`config.mk`:
```
export PLATFORM = sky130hd
export DESIGN_NAME = load_align_unit
export DESIGN_NICKNAME = d
export VERILOG_FILES = /design/src/rtl/load_pkg.sv /design/src/rtl/load_extract.sv /design/src/rtl/load_align_unit.sv
export SDC_FILE = /design/constraint.sdc
export NUM_CORES = 1
export LEC_CHECK = 0
export CORE_ASPECT_RATIO = 2
export CORE_MARGIN = 4
export CORE_UTILIZATION = 42
export CTS_BUF_LIST = sky130_fd_sc_hd__clkbuf_4 sky130_fd_sc_hd__clkbuf_8
export DETAILED_ROUTE_END_ITERATION = 8
export GPL_TIMING_DRIVEN = 0
export PLACE_DENSITY = 0.75
export SLEW_MARGIN = 5
export SYNTH_ARGS = -nofsm -noshare
export SYNTH_HDL_FRONTEND = slang
export SYNTH_HIERARCHICAL = 1
export SYNTH_SLANG_ARGS = --single-unit
```
`constraint.sdc`:
```
create_clock -name Clk -period 3.2 [get_ports Clk]
set_input_delay 0.96 -clock Clk [delete_from_list [all_inputs] [get_ports Clk]]
set_output_delay 0.96 -clock Clk [all_outputs]
set_load 0.01 [all_outputs]
```
`src/rtl/load_pkg.sv`:
```
// -----------------------------------------------------------------------------
// load_pkg
// Shared definitions for the load alignment path.
//   - Size encodings carried on Bytes2Load (0 is treated as a word).
//   - FSM state encoding for load_align_unit.
//   - Helpers classifying an access by size and byte offset.
// Optional feature macro used by the consumers of this package:
//   LOAD_MISALIGN_EN
// -----------------------------------------------------------------------------
package load_pkg;

  localparam logic [1:0] SZ_BYTE = 2'd1;
  localparam logic [1:0] SZ_HALF = 2'd2;
  localparam logic [1:0] SZ_WORD = 2'd3;

  typedef enum logic [1:0] {
    IDLE = 2'd0,
    RD0  = 2'd1,
    RD1  = 2'd2,
    RESP = 2'd3
  } state_t;

  // Size 0 has no access of its own; it behaves exactly like a word.
  function automatic logic [1:0] norm_size(input logic [1:0] size);
    return (size == 2'd0) ? SZ_WORD : size;
  endfunction

  // Half on an odd byte, or word not on a word boundary.
  function automatic logic is_misaligned(input logic [1:0] size,
                                         input logic [1:0] offset);
    logic [1:0] s;
    s = norm_size(size);
    return ((s == SZ_HALF) && offset[0]) ||
           ((s == SZ_WORD) && (offset != 2'd0));
  endfunction

  // Access needs bytes from the following word as well. A half at offset 1
  // is misaligned but still fits in one word (bits [23:8]).
  function automatic logic crosses_word(input logic [1:0] size,
                                        input logic [1:0] offset);
    logic [1:0] s;
    s = norm_size(size);
    return ((s == SZ_HALF) && (offset == 2'd3)) ||
           ((s == SZ_WORD) && (offset != 2'd0));
  endfunction

endpackage

```
`src/rtl/load_extract.sv`:
```
// -----------------------------------------------------------------------------
// load_extract
// Combinational load data extraction: the inverse of the store byte merge.
// Forms {hi,lo}, shifts right by 8*offset, keeps the low 8/16/32 bits and
// sign- or zero-extends. i_sext has no effect on word loads.
// Ports:
//   i_lo     [31:0]  word at the aligned address
//   i_hi     [31:0]  following word (0 when only one word was read)
//   i_offset [1:0]   byte offset of the access within i_lo
//   i_size   [1:0]   1=byte, 2=half, 3 or 0=word
//   i_sext           1=sign-extend, 0=zero-extend
//   o_data   [31:0]  extended result
// -----------------------------------------------------------------------------
module load_extract
  import load_pkg::*;
(
  input  logic [31:0] i_lo,
  input  logic [31:0] i_hi,
  input  logic [1:0]  i_offset,
  input  logic [1:0]  i_size,
  input  logic        i_sext,
  output logic [31:0] o_data
);

  logic [63:0] w_cat;
  logic [63:0] w_shifted;
  logic        w_unused_hi;

  assign w_cat     = {i_hi, i_lo};
  assign w_shifted = w_cat >> {i_offset, 3'b000};
  // Upper half of the shifted pair never reaches the result.
  assign w_unused_hi = ^w_shifted[63:32];

  always_comb begin
    o_data = w_shifted[31:0];
    unique case (norm_size(i_size))
      SZ_BYTE: o_data = {{24{i_sext & w_shifted[7]}},  w_shifted[7:0]};
      SZ_HALF: o_data = {{16{i_sext & w_shifted[15]}}, w_shifted[15:0]};
      default: o_data = w_shifted[31:0];
    endcase
  end

endmodule

```
`src/rtl/load_align_unit.sv`:
```
// -----------------------------------------------------------------------------
// load_align_unit
// Accepts one load (lb/lbu/lh/lhu/lw) at a time from the MEM stage, reads the
// containing word(s) from data memory with any latency, extracts and extends
// the addressed data, and returns it over a valid/ready handshake.
//
// Handshakes: a transfer happens on a rising Clk edge where valid and ready
// are both high. Requests: ReqValid/ReqReady (ReqReady high only in IDLE).
// Memory: MemRdEn/MemAddr are held stable until MemRdValid is sampled high;
// MemRdValid outside a read state is ignored. Response: RspValid with
// RspData/RspErr held stable until RspReady.
//
// Optional feature: LOAD_MISALIGN_EN
//   defined   - misaligned loads are serviced; a word-crossing access reads
//               the aligned word (RD0) then the next word (RD1).
//   undefined - misaligned loads answer RspErr=1, RspData=0 without a read.
//
// Ports:
//   Clk, Reset           clock (rising), asynchronous active-high reset
//   ReqValid/ReqReady    request handshake
//   ReqAddr [ADDR_W]     byte address
//   Bytes2Load [2]       1=byte, 2=half, 3 or 0=word
//   SignExt              1=sign-extend byte/half
//   MemRdEn, MemAddr     memory read request, word-aligned address
//   MemRdData, MemRdValid memory read return
//   RspValid/RspReady    response handshake
//   RspData [DATA_W]     extended result
//   RspErr               misaligned access rejected
//   DbgState [2]         current FSM state (state_t encoding)
// -----------------------------------------------------------------------------
module load_align_unit
  import load_pkg::*;
#(
  parameter int ADDR_W = 32,
  parameter int DATA_W = 32
) (
  input  logic              Clk,
  input  logic              Reset,
  input  logic              ReqValid,
  output logic              ReqReady,
  input  logic [ADDR_W-1:0] ReqAddr,
  input  logic [1:0]        Bytes2Load,
  input  logic              SignExt,
  output logic              MemRdEn,
  output logic [ADDR_W-1:0] MemAddr,
  input  logic [DATA_W-1:0] MemRdData,
  input  logic              MemRdValid,
  output logic              RspValid,
  input  logic              RspReady,
  output logic [DATA_W-1:0] RspData,
  output logic              RspErr,
  output logic [1:0]        DbgState
);

  state_t              r_state;
  state_t              w_next_state;
  logic [ADDR_W-1:0]   r_addr;
  logic [1:0]          r_size;
  logic                r_sext;
  logic [DATA_W-1:0]   r_rsp_data;
  logic                r_rsp_err;

  logic                w_accept;
  logic                w_load_rsp;
  logic                w_rsp_err;
  logic [ADDR_W-1:0]   w_word_addr;
  logic [DATA_W-1:0]   w_ext_lo;
  logic [DATA_W-1:0]   w_ext_hi;
  logic [DATA_W-1:0]   w_ext_data;

`ifdef LOAD_MISALIGN_EN
  logic [DATA_W-1:0]   r_lo;
  logic                w_cap_lo;
`endif

  assign w_word_addr = {r_addr[ADDR_W-1:2], 2'b00};

  // ---------------------------------------------------------------------------
  // Next state, memory request and response-load decisions
  // ---------------------------------------------------------------------------
  always_comb begin
    w_next_state = r_state;
    w_accept     = 1'b0;
    w_load_rsp   = 1'b0;
    w_rsp_err    = 1'b0;
    MemRdEn      = 1'b0;
    MemAddr      = '0;
`ifdef LOAD_MISALIGN_EN
    w_cap_lo     = 1'b0;
`endif
    unique case (r_state)
      IDLE: begin
        if (ReqValid) begin
          w_accept = 1'b1;
`ifdef LOAD_MISALIGN_EN
          w_next_state = RD0;
`else
          if (is_misaligned(Bytes2Load, ReqAddr[1:0])) begin
            // Rejected without touching memory.
            w_next_state = RESP;
            w_load_rsp   = 1'b1;
            w_rsp_err    = 1'b1;
          end else begin
            w_next_state = RD0;
          end
`endif
        end
      end
      RD0: begin
        MemRdEn = 1'b1;
        MemAddr = w_word_addr;
        if (MemRdValid) begin
`ifdef LOAD_MISALIGN_EN
          if (crosses_word(r_size, r_addr[1:0])) begin
            w_cap_lo     = 1'b1;
            w_next_state = RD1;
          end else begin
            w_load_rsp   = 1'b1;
            w_next_state = RESP;
          end
`else
          w_load_rsp   = 1'b1;
          w_next_state = RESP;
`endif
        end
      end
      RD1: begin
`ifdef LOAD_MISALIGN_EN
        MemRdEn = 1'b1;
        MemAddr = w_word_addr + ADDR_W'(4);  // wraps mod 2^ADDR_W
        if (MemRdValid) begin
          w_load_rsp   = 1'b1;
          w_next_state = RESP;
        end
`else
        w_next_state = IDLE;  // unreachable without the misaligned path
`endif
      end
      RESP: begin
        if (RspReady) w_next_state = IDLE;
      end
      default: w_next_state = IDLE;
    endcase
  end

  // ---------------------------------------------------------------------------
  // Extraction. In RD1 the live memory word is the high half of the pair and
  // the word captured in RD0 is the low half; otherwise the live word is low.
  // ---------------------------------------------------------------------------
`ifdef LOAD_MISALIGN_EN
  assign w_ext_lo = (r_state == RD1) ? r_lo : MemRdData;
  assign w_ext_hi = (r_state == RD1) ? MemRdData : '0;
`else
  assign w_ext_lo = MemRdData;
  assign w_ext_hi = '0;
`endif

  load_extract u_extract (
    .i_lo     (w_ext_lo),
    .i_hi     (w_ext_hi),
    .i_offset (r_addr[1:0]),
    .i_size   (r_size),
    .i_sext   (r_sext),
    .o_data   (w_ext_data)
  );

  // ---------------------------------------------------------------------------
  // Registers
  // ---------------------------------------------------------------------------
  always_ff @(posedge Clk or posedge Reset) begin
    if (Reset) begin
      r_state    <= IDLE;
      r_addr     <= '0;
      r_size     <= 2'd0;
      r_sext     <= 1'b0;
      r_rsp_data <= '0;
      r_rsp_err  <= 1'b0;
    end else begin
      r_state <= w_next_state;
      if (w_accept) begin
        r_addr <= ReqAddr;
        r_size <= Bytes2Load;
        r_sext <= SignExt;
      end
      if (w_load_rsp) begin
        r_rsp_err  <= w_rsp_err;
        r_rsp_data <= w_rsp_err ? '0 : w_ext_data;
      end
    end
  end

`ifdef LOAD_MISALIGN_EN
  always_ff @(posedge Clk or posedge Reset) begin
    if (Reset) begin
      r_lo <= '0;
    end else if (w_cap_lo) begin
      r_lo <= MemRdData;
    end
  end
`endif

  assign ReqReady = (r_state == IDLE);
  assign RspValid = (r_state == RESP);
  assign RspData  = r_rsp_data;
  assign RspErr   = r_rsp_err;
  assign DbgState = r_state;

endmodule

```
==> results.md, run 1 <==
- Min-Delay Path Class: flip-flop to flip-flop
- Netlist cell types: 26
- Actual slew at the worst max-slew pin: 0.881 ns
- Critical Path Start Type: flip-flop
- Setup violators final: 0
- H-tree Lvls: 3
- Layout Nets: 627
- Post-synthesis sequential area ratio: 0.434
- Die ar.: 11300 um2
- DP Worst Slack: 0.318 ns
- Vias: 3368
- CP max-delay cell: clkdlybuf4s50_1
- Top cells by count, synth: 72 x nand2_1, 70 x dfrtp_1, 35 x mux2_2, 33 x a21oi_1, 31 x and2_1
- Worst EP required: 2.24 ns
- Avg Vias per Cell: 5.10
- Mean post-synth cell area: 11.4 um2
- # diodes: 0
- Fill cells: 783
- CP max FO: 10
- Die H: 147 um
- Dominant cell by count in the synthesized netlist: nand2_1
- Status: finished clean
- Drt drc: 0
- EDFF count, synth: 0
- Relative slew margins: 0.412
- Flops & latches, synth: 70
- Post-CTS setup buffers: 0
- Top FF cell, synth: dfrtp_1
- Crit Path Category: flip-flop to output port
- Vias in the first global route: 3680
- CTS clk-pin slew, worst paths: 0.08 ns
- Area delta synth->final: 48.1%
- Port bufs: 139
- Dpl cells: 645
- Fin Setup TNS: 0 ns
- Max Freq: 0.334 GHz
- Critical Path, Cell by Cell: buf_6 -> nor2b_2 -> clkbuf_2 -> and2_1 -> clkdlybuf4s50_1
- Share of cells above drive strength 1: 0.197
- Leakage: 2.67 nW
- Cell accounting for the most synthesized area: dfrtp_1
- Dpl hpwl: 9.09 mm
- Drt first-iter violations: 145
- CP Capture Type: output port
- CTS tree: yes
- Max incr delay on CP: 0.54 ns
- 1st-pass router iterations: 4
- First-pass GRT wire length: 18.6 mm
- # IOs: 142
- Initial Utilization: 0.430
- Total track usage: 0.212
- Peak supply drop: 440 uV
- Row count: 50
- YS warnings: 6
- Pwr Density: 943 nW/um2
- Synth Cell Area: 4040 um2
- MaxCap Viol Count: 0
- Wire per inst: 16.9 um
- CTS max path bufs: 2
- Largest net degree at the start of global routing: 71
- Main area contributors after synthesis: dfrtp_1 43%, mux4_2 17%, mux2_2 9.8%
- Post-Syn Instances: 353
- Routability cong.: 0.806
- Clock skew: 0.00612 ns
- Max-slew violations: 0
- Die width: 77.3 um
- Setup ws final: 0.209 ns
- Total congestion overflow: 0
- Hold Slack: 0.487 ns
- Hold Vio Cnt, Final: 0
- Tmin final: 2.99 ns
- Share of the synthesized area in the top cell type: 0.434
- CTS Buf Count: 9
- Filler-free cell count of the finished design: 661
- Final wirelength: 11.2 mm
- Number of clock sinks: 70
- RSZ-0062 raised after global routing: false
- Worst skew pair latency: 0.36 ns
- Fin crit share: 0.935
- Area of the core: 9380 um2
- Detail Route Antenna Nets: 0
- Initial antenna violation count: 0
- Final Util: 0.637
- Multi-input logic area: 2260 um2
- Register area: 1750 um2
- CP arrival: 2.03 ns
- Root Buffer: clkbuf_8
- Asr flop ratio synth: 1.00
-- where the power goes --
part	switching, mW	internal [mW]	leakage, nW
combinational	1.46	1.85	1.69
sequential	0.208	1.29	0.866
clock	0.356	0.470	0.113
total	2.02	3.61	2.67
-- path summary, 6_finish.rpt --
path | depth (start not counted) | to | from | slack (ns)
worst max-delay path | 5 | MemAddr[2] | DbgState[0] | 0.21
worst min-delay path | 1 | RspErr | RspErr | 0.49
worst max register to register | 7 | RspData[19] | r_addr[0] | 1.16
worst min register to register | 1 | RspErr | RspErr | 0.49
max in group asynchronous | 2 | r_addr[5] | Reset | 1.48
min in group asynchronous | 2 | r_addr[13] | Reset | 1.13
-- logic make-up after synthesis --
group / synth area share
AOI/OAI and AO/OA: 0.0899
adders and majority gates: 0.00930
buffers and inverters: 0.0521
DFF: 0.434
muxes: 0.278
other: 0.000929
and+or+nand+nor: 0.136
-- worst max-delay path: cells and delay by family, from the launching register on --
family | cells | cell delay, ns
buffers and inverters | 3 | 0.91
AND/OR/NAND/NOR | 2 | 0.38
flip-flops | 1 | 0.37
-- flip-flops by register name, indices dropped and copies added (netlist names) --
signal	count
r_size	2
r_addr	32
RspErr	1
r_sext	1
RspData	32
DbgState	2
-- through the flow --
stage	power [mW]	area [um2]
after global routing	6.04	5980
after CTS	5.69	5980
after detailed placement	4.84	5750
after global placement	4.74	5740
final	5.63	5980
after floorplan	3.51	4220
-- per-layer routing --
| layer | share of wire | global-route usage | vias to the layer above |
|---|---|---|---|
| met5 | 0 | 0 | - |
| met4 | 0.025 | 0.106 | 0 |
| li1 | - | - | 1593 |
| met3 | 0.047 | 0.0327 | 16 |
| met1 | 0.35 | 0.213 | 1631 |
| met2 | 0.58 | 0.409 | 128 |
-- layout make-up --
cell class,count,area share
clock buffer,11,0.0243
multi-input combinational,295,0.378
tap,104,0.0218
clock inverter,5,0.0136
sequential,70,0.293
timing repair buffer,139,0.233
inverter,5,0.00356
buffer,32,0.0326
-- placed cells by master (no fill, tap or decap), drive strengths merged --
cell type      instances
nor2                   3
clkbuf                22
clkinv                 1
ha                     3
mux4                  32
o21ai                  8
a311o                  1
a21o                  17
conb                  50
nand3                  1
buf                   21
mux2                  35
nor2b                  2
clkinvlp               1
nand2                 72
clkdlybuf4s50        139
and3b                  2
nand3b                 1
inv                    6
a21oi                 33
dfrtp                 70
nor3b                  2
bufinv                 2
and2                  31
a32o                   1
o2bb2ai                1
-- timing repair --
item / CTS / global route
setup endpoints to repair: 29 / 29
hold buffers: 0 / 0
pin swaps: 0 / 0
resized for setup: 3 / 1
Power figures use the tool's default switching activity.
==> run 2: changes to the inputs <==
==> constraint.sdc (replaced) <==
create_clock -name Clk -period 3.2 [get_ports Clk]
set_input_delay 0.8 -clock Clk [delete_from_list [all_inputs] [get_ports Clk]]
set_output_delay 0.8 -clock Clk [all_outputs]
set_load 0.01 [all_outputs]
==> run 2 against run 1 <==
Compared with the run above:
- register-to-register slack is essentially flat
- first-iteration DRC count shrank 2.1%
- highest routed layer unchanged
- non-clock buffer count is the same
- die area is the same
- sequential power is essentially flat
- sequential share of layout area is essentially flat
- cell area is essentially flat
- via count is essentially flat
==> results.md, run 2 (synthesized netlist as in run 1, its figures left out) <==
- Leakage: 2.66 nW
- Fin crit share: 0.921
- MaxCap Viol Count: 0
- Setup ws final: 0.254 ns
- Min-Delay Path Class: flip-flop to flip-flop
- Crit Path Category: flip-flop to output port
- CP arrival: 2.15 ns
- Pwr Density: 942 nW/um2
- Clock skew: 0.00758 ns
- Actual slew at the worst max-slew pin: 0.880 ns
- CTS Buf Count: 9
- Drt first-iter violations: 142
- Worst EP required: 2.40 ns
- Dpl cells: 645
- Initial Utilization: 0.430
- Dpl hpwl: 9.09 mm
- Relative slew margins: 0.414
- # IOs: 142
- Routability cong.: 0.806
- Area delta synth->final: 48.0%
- Die ar.: 11300 um2
- Max Freq: 0.339 GHz
- Tmin final: 2.95 ns
- Die H: 147 um
- Largest net degree at the start of global routing: 71
- CP Capture Type: output port
- H-tree Lvls: 3
- Setup violators final: 0
- Total congestion overflow: 0
- Area of the core: 9380 um2
- Worst skew pair latency: 0.36 ns
- Hold Vio Cnt, Final: 0
- Most common cell after layout, fill and taps aside: clkdlybuf4s50_1
- RSZ-0062 raised after global routing: false
- Initial antenna violation count: 0
- Vias: 3369
- Detail Route Antenna Nets: 0
- Port bufs: 139
- Number of clock sinks: 70
- Peak supply drop: 440 uV
- Total track usage: 0.212
- CTS max path bufs: 2
- Final wirelength: 11.2 mm
- DP Worst Slack: 0.478 ns
- Avg Vias per Cell: 5.10
- # diodes: 0
- Critical Path Start Type: flip-flop
- First-pass GRT wire length: 18.6 mm
- Wire per inst: 16.9 um
- Root Buffer: clkbuf_8
- Status: finished clean
- Filler-free cell count of the finished design: 661
- Max-slew violations: 0
- Share of cells above drive strength 1: 0.196
- CTS tree: yes
- 1st-pass router iterations: 4
- Drt drc: 0
- Layout Nets: 627
- Post-CTS setup buffers: 0
- Row count: 50
- CP max FO: 10
- Die width: 77.3 um
- Commonest cells after routing, fill and taps aside: 139 x clkdlybuf4s50_1, 72 x nand2_1, 70 x dfrtp_1
- CTS clk-pin slew, worst paths: 0.08 ns
- Vias in the first global route: 3680
-- run 2: routing by layer --
layer / GRT usage / vias to the layer above / share of wire
met3: 0.0327 / 18 / 0.048
met4: 0.106 / 0 / 0.026
met5: 0 / - / 0
met2: 0.409 / 136 / 0.58
met1: 0.213 / 1623 / 0.35
li1: - / 1592 / -
-- run 2: worst max-delay path, cell delays in order (launching register included) --
cell and delay, ns:
dfrtp_1 0.38, buf_6 0.14, nor2b_1 0.32, clkbuf_2 0.26, and2_1 0.15, clkdlybuf4s50_1 0.54
-- run 2: final timing paths --
check                              end        start  depth (start not counted)  slack (ns)
max                         MemAddr[2]  DbgState[0]                          5        0.25
min                             RspErr       RspErr                          1        0.49
max reg2reg                RspData[19]    r_addr[0]                          7        1.16
min reg2reg                     RspErr       RspErr                          1        0.49
max in group asynchronous    r_addr[5]        Reset                          2        1.64
min in group asynchronous   r_addr[13]        Reset                          2        0.97
-- run 2: final cells by class --
type | count | area (um2)
Inverter | 5 | 21.3
Clock inverter | 5 | 81.3
Clock buffer | 11 | 145
Sequential cell | 70 | 1750
Timing Repair Buffer | 139 | 1390
Buffer | 32 | 195
Tap cell | 104 | 130
Multi-Input combinational cell | 295 | 2260
Fill cell | 781 | 3410
-- run 2: repair_timing --
| action | in CTS | in global routing |
|---|---|---|
| hold buffers | 0 | 0 |
| setup endpoints to repair | 0 | 20 |
| gates resized for setup | 0 | 6 |
-- run 2: stage by stage --
step	util	power, mW	TNS, ns	instance area (um2)	hold WS, ns
floorplan	-	3.51	0	4220	0.472
global placement	0.612	4.74	-36.06	5740	0.460
detailed placement	0.612	4.84	0	5750	0.482
CTS	0.636	5.68	0	5970	0.499
global route	0.637	6.04	0	5980	0.510
finish	0.637	5.63	0	5980	0.487
-- run 2: power by group --
part	switching, mW	internal (mW)	total (mW)	leakage (nW)
clock network	0.357	0.470	0.827	0.113
registers	0.207	1.29	1.50	0.866
logic	1.46	1.85	3.31	1.68
